## config.mk

```make
export PLATFORM = sky130hd
export DESIGN_NAME = bist_seq_ctrl
export DESIGN_NICKNAME = d
export VERILOG_FILES = /design/src/rtl/bist_seq_ctrl.sv
export SDC_FILE = /design/constraint.sdc
export NUM_CORES = 1
export LEC_CHECK = 0
export CORE_MARGIN = 3
export CORE_UTILIZATION = 54
export CTS_BUF_LIST = sky130_fd_sc_hd__clkbuf_8
export DETAILED_ROUTE_END_ITERATION = 10
export GPL_TIMING_DRIVEN = 0
export PLACE_DENSITY = 0.83
export REMOVE_ABC_BUFFERS = 1
export SETUP_SLACK_MARGIN = 0.15
export SLEW_MARGIN = 40
export SYNTH_ARGS = -nofsm -noshare
export SYNTH_HDL_FRONTEND = slang
export SYNTH_SLANG_ARGS = --single-unit
```

## constraint.sdc

```tcl
create_clock -name sys_clk -period 2.5 [get_ports sys_clk]
set_input_delay 0.5 -clock sys_clk [delete_from_list [all_inputs] [get_ports sys_clk]]
set_output_delay 0.5 -clock sys_clk [all_outputs]
set_load 0.1 [all_outputs]
```

## src/rtl/bist_seq_ctrl.sv

```systemverilog
// bist_seq_ctrl: LFSR-driven BIST sequencer with MISR response compaction and golden compare
module bist_seq_ctrl #(
    parameter int          N_IN     = 7,
    parameter int          N_PAT    = 256,
    parameter int          LAT      = 3,
    parameter logic [15:0] SEED_DEF = 16'hACE1
) (
    input  logic            sys_clk,
    input  logic            sys_rst,
    input  logic            start,
    input  logic            abort,
    input  logic [15:0]     seed,
    input  logic [15:0]     golden_sig,
    output logic [N_IN-1:0] dut_in,
    output logic            dut_rst,
    input  logic            dut_out,
    output logic            busy,
    output logic            done,
    output logic            pass,
    output logic [15:0]     signature
);
    typedef enum logic [2:0] {IDLE, DUT_RST, APPLY, DRAIN, CMP, DONE} state_t;
    localparam int CW = $clog2(N_PAT + 16);
    state_t        state, state_nxt;
    logic [CW-1:0] cnt;
    logic [15:0]   lfsr, lfsr_nxt, misr_nxt, gold;
    logic          accept, kill, last_pat, applied, valid;
    assign accept   = (state == IDLE || state == DONE) && start;
    assign kill     = busy && abort;
    assign last_pat = cnt == CW'(N_PAT - 1);
    assign lfsr_nxt = {lfsr[14:0], lfsr[15] ^ lfsr[13] ^ lfsr[12] ^ lfsr[10]};
    assign misr_nxt = {signature[14:0], signature[15] ^ signature[13] ^ signature[12] ^ signature[10]} ^ {15'b0, dut_out};
    always_ff @(posedge sys_clk or negedge sys_rst) begin
        if (!sys_rst) begin
            state <= IDLE;
            cnt   <= '0;
        end else begin
            state <= state_nxt;
            cnt   <= (state_nxt != state || !busy) ? '0 : cnt + 1'b1;
        end
    end
    always_comb begin
        state_nxt = state;
        if (accept)
            state_nxt = DUT_RST;
        else if (kill)
            state_nxt = IDLE;
        else if (state == DUT_RST && cnt == CW'(1))
            state_nxt = APPLY;
        else if (state == APPLY && last_pat)
            state_nxt = (LAT == 0) ? CMP : DRAIN;
        else if (state == DRAIN && cnt == CW'(LAT - 1))
            state_nxt = CMP;
        else if (state == CMP)
            state_nxt = DONE;
    end
    always_comb begin
        busy    = state inside {DUT_RST, APPLY, DRAIN, CMP};
        done    = state == DONE;
        dut_rst = sys_rst && state != DUT_RST;
        applied = state == APPLY;
    end
    // dut_in is loaded one step ahead so pattern k is on the bus during APPLY cycle k
    always_ff @(posedge sys_clk or negedge sys_rst) begin
        if (!sys_rst) begin
            lfsr      <= '0;
            gold      <= '0;
            signature <= '0;
            pass      <= 1'b0;
            dut_in    <= '0;
        end else if (accept) begin
            gold      <= golden_sig;
            lfsr      <= (seed == 16'h0) ? SEED_DEF : seed;
            signature <= '0;
            pass      <= 1'b0;
            dut_in    <= '0;
        end else if (kill) begin
            pass   <= 1'b0;
            dut_in <= '0;
        end else begin
            if (state == DUT_RST && cnt == CW'(1))
                dut_in <= lfsr[N_IN-1:0];
            if (applied)
                lfsr <= lfsr_nxt;
            if (applied && !last_pat)
                dut_in <= lfsr_nxt[N_IN-1:0];
            if (valid)
                signature <= misr_nxt;
            if (state == CMP)
                pass <= signature == gold;
        end
    end
    generate
        if (LAT == 0) begin : g_nopipe
            assign valid = applied;
        end else begin : g_pipe
            logic [LAT-1:0] vpipe;
            always_ff @(posedge sys_clk or negedge sys_rst) begin
                if (!sys_rst)
                    vpipe <= '0;
                else if (accept || kill)
                    vpipe <= '0;
                else
                    vpipe <= LAT'({vpipe, applied});
            end
            assign valid = vpipe[LAT-1];
        end
    endgenerate
endmodule

```

==> impl_metrics.toml <==
[synth]
main_combinational_cell_family_by_area_after_synthesis = "simple AND/OR/NAND/NOR gates"
postSynthRegisterBits = 71
synth-edff-count = 0
post_synth_and_or_nand_nor_area_fraction = 0.217
ys_async_sr_fraction = 1.00
yosysSeqAreaShare = 0.499
share_of_synthesized_area_spent_on_multiplexers = 0.0730
post_synth_inst_count = 377
synth_area_per_cell_um2 = 9.45
synth_xor_xnor_area_share = 0.0737
synth_compound_area_frac = 0.0881
ys.flop_type = "dfrtp_1"
syn_area_mm2 = 0.00356
yosysUniqueCellTypes = 43
yosys_warnings = 0
yosys.area_share.adder = 0.0140

[clock_network]
cts_max_path_buffers = 2
numClockSinks = 71
maximum_level_of_the_cts_h_tree = 3
clkLatencyLatePin_ns = 0.35
cts.clk_slew.worst_paths_ns = 0.07
cts_made_buffers = 9
clockRootBuffer = "clkbuf_8"
tritoncts = "built"

[detailed_routing]
drt_iter0_drc = 178
count_of_antenna_violating_nets_left_after_detailed_routing = 0
drtPass1Iterations = 4
avgRoutedWirePerCell_um = 15.4
via_count = 2963
finalWirelength_mm = 8.18
post_drt_via_cell_ratio = 5.57
drcViolationCount = 0

[timing]
hold-worst-slack_ns = 0.110
timing_hold_violations_final = 0
worst_slew_margin_rel = 0.547
fin_tns_setup_ns = 0
clock.fmax_mhz = 434
timing.final.max_slew_violations = 0
finClkSkew_ns = 0.0108
finalSetupViolCount = 0
slew_of_the_pin_with_the_lowest_slew_margin_ns = 0.677
rsz0062_at_grt = "yes"
period_share = 0.922
finalWorstPathRequiredPeriod_ns = 2.30

[power_and_ir_drop]
max-vdd-ir-drop_mv = 0.975
power.static_leakage_nw = 2.10
power_per_cell_area_mw_per_mm2 = 1070

[global_routing]
total_gr_overflow = 0
grt_first_pass_wirelength_mm = 13.3
antenna_found_initial = 0
grt_start_max_net_pins = 51
grt_pass1_vias = 2804
global_route_usage_over_all_layers = 0.229

[setup_path]
end_kind = "register"
rr_startpoint = "cnt[0]"
timing.critical_path.cells = "ha_2 -> nand3_4 -> nor2_4 -> and3_4 -> ha_4 -> nand2_2 -> o211ai_1 -> a32o_2 -> or4_1 -> nor2_1"
worstRegToRegCells = 10
critical_path.max_stage_delay_ns = 0.54
crit_required_ns = 2.77
timing.setup.critical_path_class = "register to register"
start_kind = "register"
worst_path_max_delay_cell = "or4_1"
worst_ep_arrival_time_ns = 2.57
critical_path.max_fanout = 6
r2r-end = "cnt[1]"
rrSetupSlack_ns = 0.20

[layout]
nFillCells = 451
num-nets-final = 493
final_cell_area_mm2 = 0.00454
post_layout_nonfiller_instances = 532
fraction_of_layout_cells_with_a_size_suffix_above_1 = 0.177
synthToLayoutAreaGrowth_pct = 27.4
n_antenna_cell = 0

[run_status]
run_status = "finished, final reports clean"

[run]
max-cap-violations = 0

[floorplanning]
die_h_um = 87.2
dieArea_mm2 = 0.00761
coreArea_mm2 = 0.00617
number_of_ports_placed_on_the_die_boundary = 64
dieWidth_um = 87.2
initial_core_util = 0.578
standard_cell_row_count = 28

[place]
buffers_added_on_ports = 63
placed_cells = 505
placed_cell_area_mm2 = 0.00416
place.detailed.hpwl_mm = 5.65
globalplace.congestion = 0.885

[worst_hold_path]
worstHoldPathType = "primary input to asynchronous set/reset pin"
-- layout make-up --
| class | count | area (µm²) | area share |
|---|---|---|---|
| clock inverters | 6 | 85.1 | 0.0187 |
| clock buffers | 10 | 138 | 0.0303 |
| repair buffers | 81 | 668 | 0.147 |
| inverters | 10 | 40.0 | 0.00882 |
| multi-input cells | 279 | 1740 | 0.382 |
| well taps | 75 | 93.8 | 0.0207 |
| flip-flops and latches | 71 | 1780 | 0.392 |
-- power by group --
group	leakage (nW)	total (mW)	internal, mW	switching, mW
Combinational	1.06	2.08	0.733	1.35
Sequential	0.919	1.78	1.49	0.290
Clock	0.114	1.01	0.585	0.423
Total	2.10	4.87	2.80	2.07
-- cell usage after synthesis (2+ instances only) --
master	instances	area [µm²]
a21boi_0	2	15.0
buf_4	4	30.0
o211ai_1	2	15.0
dfrtp_1	71	1780
nand2_1	72	270
or4_1	4	30.0
a211oi_1	7	52.6
xor2_1	4	35.0
o21ai_1	2	10.0
nand3_1	7	35.0
ha_1	4	50.1
nor2_1	50	188
xnor2_1	26	228
o22ai_1	2	12.5
clkbuf_1	4	15.0
nor2b_1	3	18.8
a31oi_1	3	18.8
nor4_1	9	56.3
buf_1	3	11.3
inv_1	9	33.8
o21ai_0	14	70.1
nor3_1	4	20.0
nand2b_1	2	12.5
buf_2	6	30.0
nand4_1	8	50.1
mux2i_1	26	260
a21oi_1	13	65.1
-- kinds of logic (layout without fill, tap and decap cells) --
logic type	count (synthesis)	after routing
xor gates and xnor gates	30	30
adders and majority gates	4	4
muxes	26	26
and+or+nand+nor	168	168
buffers and inverters	27	107
DFF	71	71
AOI/OAI and AO/OA	51	51
-- repair_timing --
| item | in CTS | in global routing |
|---|---|---|
| endpoints found under the hold margin | 14 | 0 |
| hold buffers | 2 | 0 |
| endpoints found under the setup margin | 13 | 15 |
| pin swaps | 2 | 9 |
| buffers inserted | 3 | 6 |
| resized for setup | 5 | 12 |
-- sequential cells by signal, summed over array words and instances, names as in the netlist --
signal        cells
g_pipe.vpipe      3
pass              1
state             3
gold             16
dut_in            7
cnt               9
lfsr             16
signature        16
-- routing by layer --
layer  vias to the layer above  routed length [µm]  track usage
met5                         -                   0            0
met4                         0                 127       0.0865
met3                        14                 570       0.0445
met2                       108                3970        0.362
met1                      1404                3520        0.314
li1                       1437                   -            -
-- cells in the final DEF, fill, tap and decap left out, types with 3 or more instances in the layout --
master and n:
xnor2_1 26, a211oi_1 7, inv_1 10, buf_2 27, nor4_1 9, clkdlybuf4s50_1 35
a21oi_1 13, xor2_1 4, nor2_1 48, clkbuf_8 10, dfrtp_1 70, mux2i_1 26
buf_4 11, nand4_1 8, nand2_1 70, nor3_1 3, o21ai_0 13, nand3_1 6
or4_1 4, nor2b_1 3, a31oi_1 3
-- through the flow --
stage / power [mW] / setup slack, ns / util
after floorplan: 3.22 / -1.77 / -
after global placement: 3.72 / -3.75 / 0.681
after detailed placement: 3.76 / -0.264 / 0.675
after CTS: 4.84 / 0.154 / 0.721
after global routing: 5.20 / 0.127 / 0.736
final: 4.87 / 0.196 / 0.736
-- worst max-delay path, delay by kind of cell (launching register included) --
kind	cells	cell delay, ns
flops	1	0.41
compound gates	2	0.43
fa+ha+maj	2	0.37
simple gates	6	1.04
-- worst max-delay path by stage --
stage,end,cells after the start,start,slack [ns]
floorplan,signature[0],5,state[1],-1.77
global placement,lfsr[5],6,start,-3.75
detailed placement,lfsr[11],9,start,-0.26
CTS,lfsr[11],7,abort,0.15
global route,cnt[1],10,cnt[0],0.13
finish,cnt[1],10,cnt[0],0.20
(Power assumes the default switching activity.)
